[config.mk]
export PLATFORM = sky130hd
export DESIGN_NAME = vx_interrupt_controller
export DESIGN_NICKNAME = d
export VERILOG_FILES = /design/src/rtl/vx_interrupt_controller_pkg.sv /design/src/rtl/vx_interrupt_controller_timeout_counter.sv /design/src/rtl/vx_interrupt_controller.sv
export SDC_FILE = /design/constraint.sdc
export NUM_CORES = 1
export LEC_CHECK = 0
export CAP_MARGIN = 0
export CORE_ASPECT_RATIO = 1.1
export CORE_UTILIZATION = 25
export DETAILED_ROUTE_END_ITERATION = 10
export PLACE_DENSITY = 0.55
export SLEW_MARGIN = 15
export SYNTH_ARGS = -nofsm -noshare
export SYNTH_HDL_FRONTEND = slang
export SYNTH_SLANG_ARGS = --single-unit
export TNS_END_PERCENT = 50
[constraint.sdc]
create_clock -name clk -period 4.91 [get_ports clk]
set_input_delay 0.7365 -clock clk [delete_from_list [all_inputs] [get_ports clk]]
set_output_delay 0.7365 -clock clk [all_outputs]
set_load 0.02 [all_outputs]
[src/rtl/vx_interrupt_controller_pkg.sv]
// Shared types and constants for the interrupt controller and its counter.
package vx_interrupt_controller_pkg;

   localparam int NUM_THREADS = 4;
   localparam int NUM_WARPS   = 4;
   localparam int XLEN        = 32;

   // Sequencing phases presented to the thread transfer unit.
   typedef enum logic [2:0] {
      IRQC_IDLE        = 3'd0,
      IRQC_WAIT        = 3'd1,
      IRQC_PC_SWAP     = 3'd2,
      IRQC_WAIT_ISR    = 3'd3,
      IRQC_REVERT_WARP = 3'd4
   } irqc_state_e;

   localparam logic [1:0] IRQ_RSP_DONE      = 2'd0;
   localparam logic [1:0] IRQ_RSP_NOT_FOUND = 2'd1;
   localparam logic [1:0] IRQ_RSP_TIMEOUT   = 2'd2;

   // Width needed to index n items, never less than one bit.
   function automatic int log2up(input int n);
      return (n > 1) ? $clog2(n) : 1;
   endfunction

endpackage

[src/rtl/vx_interrupt_controller_timeout_counter.sv]
// Up-counter bounding the time spent waiting for the pipeline to drain.
module vx_interrupt_controller_timeout_counter
   import vx_interrupt_controller_pkg::*;
#(
   parameter int LIMIT = 1024,
   parameter int WIDTH = log2up(LIMIT)
) (
   input  logic clk,
   input  logic reset,
   input  logic clear,
   input  logic enable,
   output logic expire
);

   localparam logic [WIDTH-1:0] LAST = WIDTH'(LIMIT - 1);

   logic [WIDTH-1:0] count;

   // Count enabled cycles since the last clear.
   always_ff @(posedge clk) begin
      if (reset || clear)
         count <= '0;
      else if (enable)
         count <= count + WIDTH'(1);
   end

   // Expiry is only meaningful while counting.
   assign expire = enable && (count == LAST);

endmodule

[src/rtl/vx_interrupt_controller.sv]
// Interrupt controller: pulls one thread out of a warp, runs an ISR on it
// through the thread transfer unit, then restores the warp and reports back.
//
// state            | meaning
// IRQC_IDLE        | ready for a request, or holding an unconsumed response
// IRQC_WAIT        | waiting for pipeline drain, bounded by WAIT_TIMEOUT
// IRQC_PC_SWAP     | one cycle, TTU loads the ISR entry PC
// IRQC_WAIT_ISR    | ISR running, no time bound
// IRQC_REVERT_WARP | one cycle, TTU restores saved PC and masks
module vx_interrupt_controller
   import vx_interrupt_controller_pkg::*;
#(
   parameter int THREAD_CNT     = NUM_THREADS,
   parameter int WARP_CNT       = NUM_WARPS,
   parameter int WARP_CNT_WIDTH = log2up(WARP_CNT),
   parameter int TID_WIDTH      = log2up(THREAD_CNT),
   parameter int WAIT_TIMEOUT   = 1024
) (
   input  logic                      clk,
   input  logic                      reset,

   input  logic                      irq_req_valid,
   output logic                      irq_req_ready,
   input  logic [WARP_CNT_WIDTH-1:0] irq_req_wid,
   input  logic [TID_WIDTH-1:0]      irq_req_tid,
   input  logic [XLEN-1:0]           irq_req_isr_pc,

   output logic                      irq_rsp_valid,
   input  logic                      irq_rsp_ready,
   output logic [1:0]                irq_rsp_status,
   output logic [XLEN-1:0]           irq_rsp_pc,

   output logic                      busy,

   output irqc_state_e               ttu_state,
   output logic [WARP_CNT_WIDTH-1:0] ttu_wid,
   output logic [TID_WIDTH-1:0]      ttu_tid,
   output logic [XLEN-1:0]           ttu_load_pc,
   output logic [THREAD_CNT-1:0]     ttu_load_tmask,
   output logic [WARP_CNT-1:0]       ttu_load_wmask,
   input  logic                      ttu_pipeline_drained,
   input  logic                      ttu_thread_found,
   input  logic [THREAD_CNT-1:0]     ttu_current_thread_mask,
   input  logic [XLEN-1:0]           ttu_current_pc,
   input  logic [WARP_CNT-1:0]       ttu_current_active_warps,
   input  logic                      ttu_isr_done
);

   irqc_state_e           state;
   logic [XLEN-1:0]       isr_pc;
   logic [XLEN-1:0]       saved_pc;
   logic [THREAD_CNT-1:0] saved_tmask;
   logic [WARP_CNT-1:0]   saved_wmask;
   logic                  accept;
   logic                  expire;

   assign irq_req_ready = (state == IRQC_IDLE) && !irq_rsp_valid;
   assign accept        = irq_req_valid && irq_req_ready;
   assign busy          = (state != IRQC_IDLE);
   assign ttu_state     = state;

   vx_interrupt_controller_timeout_counter #(
      .LIMIT (WAIT_TIMEOUT)
   ) u_timeout (
      .clk    (clk),
      .reset  (reset),
      .clear  (accept),
      .enable (state == IRQC_WAIT),
      .expire (expire)
   );

   // Transaction sequencer; all TTU-facing values are registered here.
   always_ff @(posedge clk) begin
      if (reset) begin
         state          <= IRQC_IDLE;
         ttu_wid        <= '0;
         ttu_tid        <= '0;
         isr_pc         <= '0;
         saved_pc       <= '0;
         saved_tmask    <= '0;
         saved_wmask    <= '0;
         ttu_load_pc    <= '0;
         ttu_load_tmask <= '0;
         ttu_load_wmask <= '0;
         irq_rsp_valid  <= 1'b0;
         irq_rsp_status <= IRQ_RSP_DONE;
         irq_rsp_pc     <= '0;
      end else begin
         case (state)
            IRQC_IDLE: begin
               if (irq_rsp_valid) begin
                  if (irq_rsp_ready)
                     irq_rsp_valid <= 1'b0;
               end else if (irq_req_valid) begin
                  ttu_wid <= irq_req_wid;
                  ttu_tid <= irq_req_tid;
                  isr_pc  <= irq_req_isr_pc;
                  state   <= IRQC_WAIT;
               end
            end
            IRQC_WAIT: begin
               // A drain seen on the expiry cycle still wins.
               if (ttu_pipeline_drained) begin
                  if (ttu_thread_found) begin
                     saved_pc    <= ttu_current_pc;
                     saved_tmask <= ttu_current_thread_mask;
                     saved_wmask <= ttu_current_active_warps;
                     ttu_load_pc <= isr_pc;
                     state       <= IRQC_PC_SWAP;
                  end else begin
                     irq_rsp_valid  <= 1'b1;
                     irq_rsp_status <= IRQ_RSP_NOT_FOUND;
                     irq_rsp_pc     <= '0;
                     state          <= IRQC_IDLE;
                  end
               end else if (expire) begin
                  irq_rsp_valid  <= 1'b1;
                  irq_rsp_status <= IRQ_RSP_TIMEOUT;
                  irq_rsp_pc     <= '0;
                  state          <= IRQC_IDLE;
               end
            end
            IRQC_PC_SWAP: begin
               state <= IRQC_WAIT_ISR;
            end
            IRQC_WAIT_ISR: begin
               if (ttu_isr_done) begin
                  ttu_load_pc    <= saved_pc;
                  ttu_load_tmask <= saved_tmask;
                  ttu_load_wmask <= saved_wmask;
                  state          <= IRQC_REVERT_WARP;
               end
            end
            IRQC_REVERT_WARP: begin
               irq_rsp_valid  <= 1'b1;
               irq_rsp_status <= IRQ_RSP_DONE;
               irq_rsp_pc     <= saved_pc;
               state          <= IRQC_IDLE;
            end
            default: state <= IRQC_IDLE;
         endcase
      end
   end

endmodule

**Yosys cells after proc, flatten, opt, wreduce, memory -nomap -nowiden**

Cells that the tools add are included.

- Bitwise operators: 1
- Mux-type cells: 25
- Equal/unequal tests: 12
- $add $sub $neg: 1
- Reductions and logical operators: 17

Operators by type and width:

| cell | count |
|---|---|
| two-way mux 32 bit | 6 |
| one-hot mux 32 bit (2 select lines) | 2 |
| two-way mux 3 bit | 5 |
| one-hot mux 3 bit (4 select lines) | 1 |
| AND reduction 3 bit | 4 |
| adder 10 x 1 -> 10 bit, second input constant | 1 |
| equality test 10 bit, second input constant | 1 |
| != test 2 bit, second input constant | 5 |
| two-way mux 2 bit | 4 |
| AND reduction 4 bit | 2 |
| equality test 3 x 2 -> 1 bit, second input constant | 2 |
| != test 3 bit, second input constant | 2 |
| nonzero test 3 bit | 2 |
| two-way mux 1 bit | 5 |
| one-hot mux 2 bit (2 select lines) | 1 |
| nonzero test 2 bit | 2 |
| equality test 3 x 1 -> 1 bit, second input constant | 1 |
| equality test 3 bit, second input constant | 1 |
| logical AND 1 bit | 3 |
| logical NOT 3 bit | 1 |
| one-hot mux 1 bit (3 select lines) | 1 |
| AND reduction 2 bit | 1 |
| logical NOT 1 bit | 1 |
| logical OR 1 bit | 1 |
| inverter 1 bit | 1 |

- Register bits: 164
- Output and inout port bits: 84

**Longest topological paths before layout**

Gate-level depths: netlist of run 1.

- Word-level depth: 5
- Gate-level depth with buffers: 8
- Mapped depth without buffers: 5

**Modules after synthesis**

Synthesis of run 1 repeated with hierarchy kept, for this count alone.

- Cell total of the unflattened synthesis: 675
- Area, all modules: 6113.4 um2

Modules (own cells, without submodules):

| module | area each (um2) | seq. area each (um2) | times used | cells each |
|---|---|---|---|---|
| vx_interrupt_controller | 5632.9 | 3083.0 | 1 | 623 |
| vx_interrupt_controller_timeout_counter | 480.5 | 200.2 | 1 | 52 |

**Worst setup path before layout of run 1**

Ideal clock, no wire load.

- Kind: input port to flip-flop
- Start: in ttu_pipeline_drained
- End: reg irq_rsp_pc[0]
- Required time: 4.793 ns
- Arrival: 2.307 ns
- Library setup time: 0.117 ns
- Path buffers: 2
- Path slack: 2.487 ns
- Stages on the path: 6
- Path through: or4b_1 -> or4_4 -> and3b_1 -> buf_6 -> buf_6 -> a22o_1

- Word-level cells in the longest chain between the ends: 2
- Elaborated cells on any way between the ends: 5

Ends and longest elaborated chain:

| element | line | source |
|---|---|---|
| start: declaration | vx_interrupt_controller.sv:41 | `input logic ttu_pipeline_drained,` |
| != test 3 bit (no line) / two-way mux 32 bit (equally long branches) | -- |  |
| AND reduction 3 bit (no line) / one-hot mux 32 bit (2 select lines) (equally long branches) | -- |  |
| end signal: assignment | vx_interrupt_controller.sv:137 | `irq_rsp_pc <= saved_pc;` |
| end: declaration | vx_interrupt_controller.sv:31 | `output logic [XLEN-1:0] irq_rsp_pc,` |

Parallel ways exist; a longest one is shown, timed or not.
A chain may end at the register's enable or synchronous reset.

**Worst setup path in the final report of run 1**

- Start: reg state[0] (netlist: ttu_state[0])
- End: reg saved_pc[13]

- Word-level cells in the longest chain between the ends: 2

Ends and longest elaborated chain:

| element | line | source |
|---|---|---|
| start: declaration | vx_interrupt_controller.sv:49 | `irqc_state_e state;` |
| start signal: assignment | vx_interrupt_controller.sv:75 | `state <= IRQC_IDLE;` |
| start signal: assignment | vx_interrupt_controller.sv:98 | `state <= IRQC_WAIT;` |
| start signal: assignment | vx_interrupt_controller.sv:109 | `state <= IRQC_PC_SWAP;` |
| equality test 3 x 1 -> 1 bit | vx_interrupt_controller.sv:89 | `case (state)` |
| AND reduction 3 bit (no line) | -- |  |
| end signal: assignment | vx_interrupt_controller.sv:105 | `saved_pc <= ttu_current_pc;` |
| end: declaration | vx_interrupt_controller.sv:51 | `logic [XLEN-1:0] saved_pc;` |

No other way between the ends.

==> results of run 1 <==
per-layer routing:
metal,global-route usage,vias to the layer above
li1,-,2597
met2,0.254,124
met3,0.0478,13
met5,0,-
met1,0.184,2407
met4,0.0399,2
flip-flops by register name, summed over array words and instances (netlist names):
signal           cells
irq_rsp_pc          32
isr_pc              32
saved_pc            32
ttu_load_pc         32
u_timeout.count     10
saved_tmask          4
saved_wmask          4
ttu_load_tmask       4
ttu_load_wmask       4
ttu_state            3
irq_rsp_status       2
ttu_tid              2
ttu_wid              2
irq_rsp_valid        1
tightest hold or removal path, delay by kind of cell (launching register included):
family             cells  cell delay (ns)
AOI/OAI and AO/OA      1             0.05
DFF                    1             0.31
and+or+nand+nor        1             0.05
through the flow:
step | util | hold slack [ns] | worst slack (ns) | std cells | area, um2
floorplan | - | 0.432 | 2.49 | 681 | 6020
global placement | 0.335 | 0.437 | 1.76 | 1105 | 7910
detailed placement | 0.335 | 0.446 | 1.73 | 1105 | 7910
CTS | 0.360 | 0.455 | 2.04 | 1137 | 8490
global route | 0.360 | 0.473 | 1.75 | 1137 | 8490
finish | 0.360 | 0.452 | 2.16 | 1137 | 8490
Yosys cell counts (2+ instances only):
| cell type | n |
|---|---|
| a211oi_1 | 32 |
| a21oi_1 | 88 |
| a22o_1 | 32 |
| a31oi_1 | 2 |
| buf_1 | 2 |
| buf_2 | 5 |
| buf_6 | 4 |
| clkbuf_1 | 41 |
| dfxtp_1 | 164 |
| inv_1 | 4 |
| mux2i_1 | 32 |
| nand2_1 | 177 |
| nand2b_1 | 4 |
| nand3_1 | 2 |
| nand3b_1 | 2 |
| nand4_1 | 4 |
| nor2_1 | 51 |
| nor2b_1 | 2 |
| nor3_1 | 6 |
| nor3b_1 | 2 |
| o21a_1 | 2 |
| xnor2_1 | 7 |
| xor2_1 | 2 |
cells in the final DEF (no fill, tap or decap), types with 2 or more instances in the layout:
cell | Yosys | final
nand2_1 | 177 | 177
nor2_1 | 51 | 49
o21a_1 | 2 | 2
dfxtp_1 | 164 | 164
xnor2_1 | 7 | 7
bufinv_16 | 0 | 2
nor2_4 | 0 | 2
clkbuf_16 | 0 | 17
buf_4 | 0 | 6
nor3b_1 | 2 | 2
a21oi_1 | 88 | 88
nor3_1 | 6 | 6
clkinv_2 | 0 | 3
a22o_1 | 32 | 32
mux2i_1 | 32 | 32
clkinv_4 | 0 | 6
inv_1 | 4 | 4
a211oi_1 | 32 | 32
xor2_1 | 2 | 2
inv_6 | 0 | 3
nand2b_1 | 4 | 4
clkdlybuf4s50_1 | 0 | 165
a31oi_1 | 2 | 2
nand3b_1 | 2 | 2
nand4_1 | 4 | 4
where the power goes:
part	leakage [uW]	switching (uW)	internal, uW	total [uW]
clock	0.000289	570	757	1330
combinational	0.00147	162	137	299
sequential	0.00133	28.5	1380	1400
layout make-up:
cell class                 count  area share
sequential                   164       0.387
inverter                       4     0.00177
multi-input combinational    461       0.298
clock buffer                  18      0.0505
timing repair buffer         171       0.200
clock inverter                14      0.0181
tap                          305      0.0449
worst min-delay path by stage:
stage                                     start                        endpoint  slack, ns  depth (start not counted)
floorplan           saved_tmask[0]$_SDFFE_PP0P_  ttu_load_tmask[0]$_SDFFE_PP0P_       0.43                          2
global placement    saved_tmask[1]$_SDFFE_PP0P_  ttu_load_tmask[1]$_SDFFE_PP0P_       0.44                          2
detailed placement  saved_tmask[1]$_SDFFE_PP0P_  ttu_load_tmask[1]$_SDFFE_PP0P_       0.45                          2
CTS                 saved_tmask[1]$_SDFFE_PP0P_  ttu_load_tmask[1]$_SDFFE_PP0P_       0.45                          2
global route             isr_pc[0]$_SDFFE_PP0P_          isr_pc[0]$_SDFFE_PP0P_       0.47                          2
finish              saved_wmask[2]$_SDFFE_PP0P_  ttu_load_wmask[2]$_SDFFE_PP0P_       0.45                          2
cell families after synthesis:
group | synth area share
AND/OR/NAND/NOR | 0.178
flip-flops | 0.545
AO/OA/AOI/OAI | 0.168
buffers and inverters | 0.0409
multiplexers | 0.0532
XOR/XNOR | 0.0131
adder cells (fa/ha/maj) | 0.00208
==> results.json, run 1 <==
{
  "clockBufferDepth": 2,
  "ys_types": 37,
  "r2r_cells": 4,
  "async_flop_share": 0,
  "antenna_left": 0,
  "endpoint_kind": "register",
  "synth_seq_cells": 164,
  "dieArea_um2": 24700,
  "cts.htree.levels": 4,
  "critPathArrivalTime_ns": 3.02,
  "finalHoldViolCount": 0,
  "grt_pass1_vias": 5039,
  "crit_chain": "nor3b_1, nand3_2, nand2_1, a21oi_1",
  "critPathMaxFanout": 41,
  "routed_via_density": 4.52,
  "p_total_uw": 3030,
  "maxCapViolCount": 0,
  "firstDrtPassIters": 4,
  "area_growth_pct": 41.0,
  "timing.fmax_mhz": 363,
  "path_delay_family": "simple AND/OR/NAND/NOR gates",
  "powerDensity_nw_per_um2": 357,
  "dpl.hpwl_um": 11600,
  "synthTopCellsByArea": "dfxtp_1, nand2_1, a21oi_1",
  "wirelength_um": 18400,
  "r2r_end": "saved_pc[13]$_SDFFE_PP0P_",
  "post_drt_wl_per_cell_um": 16.1,
  "synth.cell_area_um2": 6020,
  "clock_latency_ns": 0.42,
  "met2_length_um": 8720,
  "ys.warnings.count": 0,
  "seq_area_um2": 3280,
  "timing.final.crit_share": 0.561,
  "synth_top_area_share": 0.545,
  "hold_buffers": 0,
  "cts_made_buffers": 17,
  "finClkSkew_ns": 0.00927,
  "cts-root-buf": "clkbuf_16",
  "synth-edff-count": 0,
  "worst-path-stages": 4,
  "post_cts_buffers": 0,
  "r2r_slack_ns": 2.16,
  "grt_pass1_wl_um": 28000,
  "die_y_um": 165,
  "cp_slowest_stage_delay_ns": 0.99,
  "crit_end": "saved_pc[13]$_SDFFE_PP0P_",
  "synthFlopType": "dfxtp_1",
  "m1WireLength_um": 8350,
  "critPathKind": "reg2reg",
  "die_w_um": 150,
  "cp_data_required_time_ns": 5.17,
  "io_pins": 167,
  "start_util": 0.255,
  "r2r-start": "ttu_state[0]$_SDFFE_PP0P_",
  "drc": 0,
  "p_leak_uw": 0.00309,
  "fp.coreArea_um2": 23600,
  "drive_above_1_share": 0.0541,
  "setup_violations": 0,
  "cts_tree": "yes",
  "grt_start_max_net_pins": 80,
  "antenna_found_initial": 1,
  "fin_crit_ns": 2.75,
  "outcome": "finished, final reports clean",
  "n_fill_cell": 2430,
  "route.top_layer_used": "met5",
  "multiInputGateArea_um2": 2530,
  "dr_wl_met3_um": 1110,
  "synth_nets": 765,
  "avgSynthCellArea_um2": 8.85,
  "relSlewSlack": 0.243,
  "cp-start-kind": "register",
  "cts.sinks": 164,
  "gp_congestion": 0.725,
  "critPathBufInv": 0,
  "worst_pin_slew_ns": 1.13,
  "worstHoldPathType": "reg2reg",
  "io_buffer_count": 166,
  "synthCells": 681,
  "antenna_cells": 0,
  "cts-resized-gates": 0,
  "drv_slew": 0,
  "yosysSeqAreaShare": 0.545,
  "row_count": 59,
  "rsz0062_at_grt": "no",
  "yosys.area.top_type": "dfxtp_1",
  "grt.total_usage": 0.151,
  "num_vias": 5143,
  "final_nets": 903,
  "slowest_stage": "nand3_2",
  "gr-total-overflow": 0,
  "clk_pin_slew_ns": 0.06,
  "drt_iter0_drc": 167,
  "ir_worst_vdd_v": 0.000184,
  "cp-startpoint": "ttu_state[0]$_SDFFE_PP0P_",
  "fin_tns_setup_ns": 0
}
Power figures use the tool's default switching activity.
==> run 2, diff against run 1 <==
Clock period 4.91 ns to 2.6 ns, I/O delays scaled along.
==> run 2 against run 1 <==
  * Count of clock-buffer cells in the layout increased by 3
  * Setup slack got worse by 2.0 ns
  * Sequential power increased by 89%
  * Non-clock buffer count increased by 17
  * Flip-flop and latch count unchanged
  * Routed wire length decreased by 0.32%
  * Critical path depth increased by 1
  * Cell count increased by 1.5%
  * Clock power increased by 78%
  * Global-route usage decreased by 0.30 points
  * Register-to-register slack got worse by 1.6 ns
  * First-iteration DRC count increased by 23%
==> results.json, run 2 (same netlist as run 1, synthesis figures left out) <==
{
  "outcome": "finished, final reports clean",
  "antenna_left": 0,
  "min-delay-start": "reset",
  "cp_slowest_stage_delay_ns": 0.61,
  "drv_slew": 0,
  "dpl.hpwl_um": 11900,
  "dieArea_um2": 24700,
  "drive_above_1_share": 0.0742,
  "io_pins": 167,
  "r2r_slack_ns": 0.52,
  "multiInputGateArea_um2": 2530,
  "num_vias": 5186,
  "crit_chain": "buf_4, nor3_1, inv_1, nor2_1, clkdlybuf4s50_1",
  "timing.final.crit_share": 0.945,
  "min_to": "irq_rsp_status[0]$_SDFFE_PP0P_",
  "n_fill_cell": 2453,
  "endpoint_kind": "output pin",
  "routed_via_density": 4.49,
  "fp.coreArea_um2": 23600,
  "powerDensity_nw_per_um2": 648,
  "worstHoldPathType": "in2reg",
  "cts.htree.levels": 4,
  "gp_congestion": 0.773,
  "io_buffer_count": 166,
  "final_common_cell": "nand2_1",
  "clock_latency_ns": 0.42,
  "ir_worst_vdd_v": 0.000377,
  "r2r_end": "irq_rsp_pc[5]$_SDFFE_PP0P_",
  "antenna_found_initial": 1,
  "grt.total_usage": 0.148,
  "die_y_um": 165,
  "finalHoldViolCount": 0,
  "fin_tns_setup_ns": 0,
  "grt_start_max_net_pins": 90,
  "cts-root-buf": "clkbuf_16",
  "p_leak_uw": 0.00318,
  "die_w_um": 150,
  "rsz0062_at_grt": "no",
  "cts_tree": "yes",
  "setup_violations": 0,
  "firstDrtPassIters": 4,
  "critPathKind": "reg2out",
  "fin_crit_ns": 2.46,
  "drc": 0,
  "dp.cells": 1122,
  "worst_pin_slew_ns": 0.544,
  "r2r_cells": 5,
  "area_growth_pct": 43.7,
  "critPathMaxFanout": 9,
  "final_nets": 920,
  "start_util": 0.255,
  "post_drt_wl_per_cell_um": 15.9,
  "cts-resized-gates": 0,
  "finClkSkew_ns": 0.00783,
  "cts_made_buffers": 17,
  "most-common-layout-cells": "nand2_1, clkdlybuf4s50_1, dfxtp_1",
  "drt_iter0_drc": 206,
  "seq_area_um2": 3280,
  "wirelength_um": 18300,
  "critPathArrivalTime_ns": 2.07,
  "row_count": 59,
  "antenna_cells": 0,
  "slowest_stage": "clkdlybuf4s50_1",
  "grt_pass1_vias": 4879,
  "relSlewSlack": 0.637,
  "cp_data_required_time_ns": 2.21,
  "clockBufferDepth": 2,
  "cp-start-kind": "register",
  "timing.fmax_mhz": 407,
  "clk_pin_slew_ns": 0.06,
  "final_cells": 1154,
  "cts.sinks": 164,
  "maxCapViolCount": 0,
  "grt_pass1_wl_um": 27400,
  "hold_buffers": 0,
  "gr-total-overflow": 0,
  "post_cts_buffers": 0,
  "holdPathStages": 2,
  "r2r-start": "ttu_state[0]$_SDFFE_PP0P_"
}
run 2: final cells by class:
cell class / instances / area share
well taps: 305 / 0.0441
clock buffers: 21 / 0.0555
multi-input cells: 461 / 0.293
flip-flops and latches: 164 / 0.379
repair buffers: 188 / 0.218
clock inverters: 11 / 0.00882
inverters: 4 / 0.00173
run 2: how the worst max path moves through the flow:
stage          depth (start not counted)                       from  slack, ns                     endpoint
6_report                               5  ttu_state[0]$_SDFFE_PP0P_       0.14                irq_req_ready
3_5_place_dp                           6       ttu_pipeline_drained       0.05  irq_rsp_pc[24]$_SDFFE_PP0P_
3_3_place_gp                           6       ttu_pipeline_drained       0.05  irq_rsp_pc[16]$_SDFFE_PP0P_
2_1_floorplan                          6  ttu_state[0]$_SDFFE_PP0P_       0.47   irq_rsp_pc[0]$_SDFFE_PP0P_
4_1_cts                                5  ttu_state[0]$_SDFFE_PP0P_       0.14                irq_req_ready
5_1_grt                                5  ttu_state[0]$_SDFFE_PP0P_       0.03                irq_req_ready
run 2: through the flow:
step | worst slack [ns] | area (um2) | total power (uW) | utilization | hold slack, ns
CTS | 0.140 | 8660 | 5680 | 0.367 | 0.399
floorplan | 0.465 | 6020 | 2980 | - | 0.432
detailed placement | 0.0471 | 8100 | 3310 | 0.343 | 0.446
global route | 0.0292 | 8660 | 5850 | 0.367 | 0.410
finish | 0.142 | 8660 | 5610 | 0.367 | 0.407
global placement | 0.0503 | 8100 | 3300 | 0.343 | 0.437
run 2: critical path: cells and delay by family (launching register included):
family,cells,cell delay [ns]
AND/OR/NAND/NOR,2,0.34
flip-flops,1,0.34
buffers and inverters,3,0.97
run 2: per-layer routing:
layer  part of all wire  GRT usage
met5            0.00093          0
met4              0.012     0.0464
met3              0.061     0.0456
met2               0.45      0.233
met1               0.48      0.191
run 2: where the power goes:
part | switching (uW) | internal [uW] | total (uW)
clock | 1040 | 1330 | 2370
sequential | 48.6 | 2600 | 2650
combinational | 313 | 284 | 596
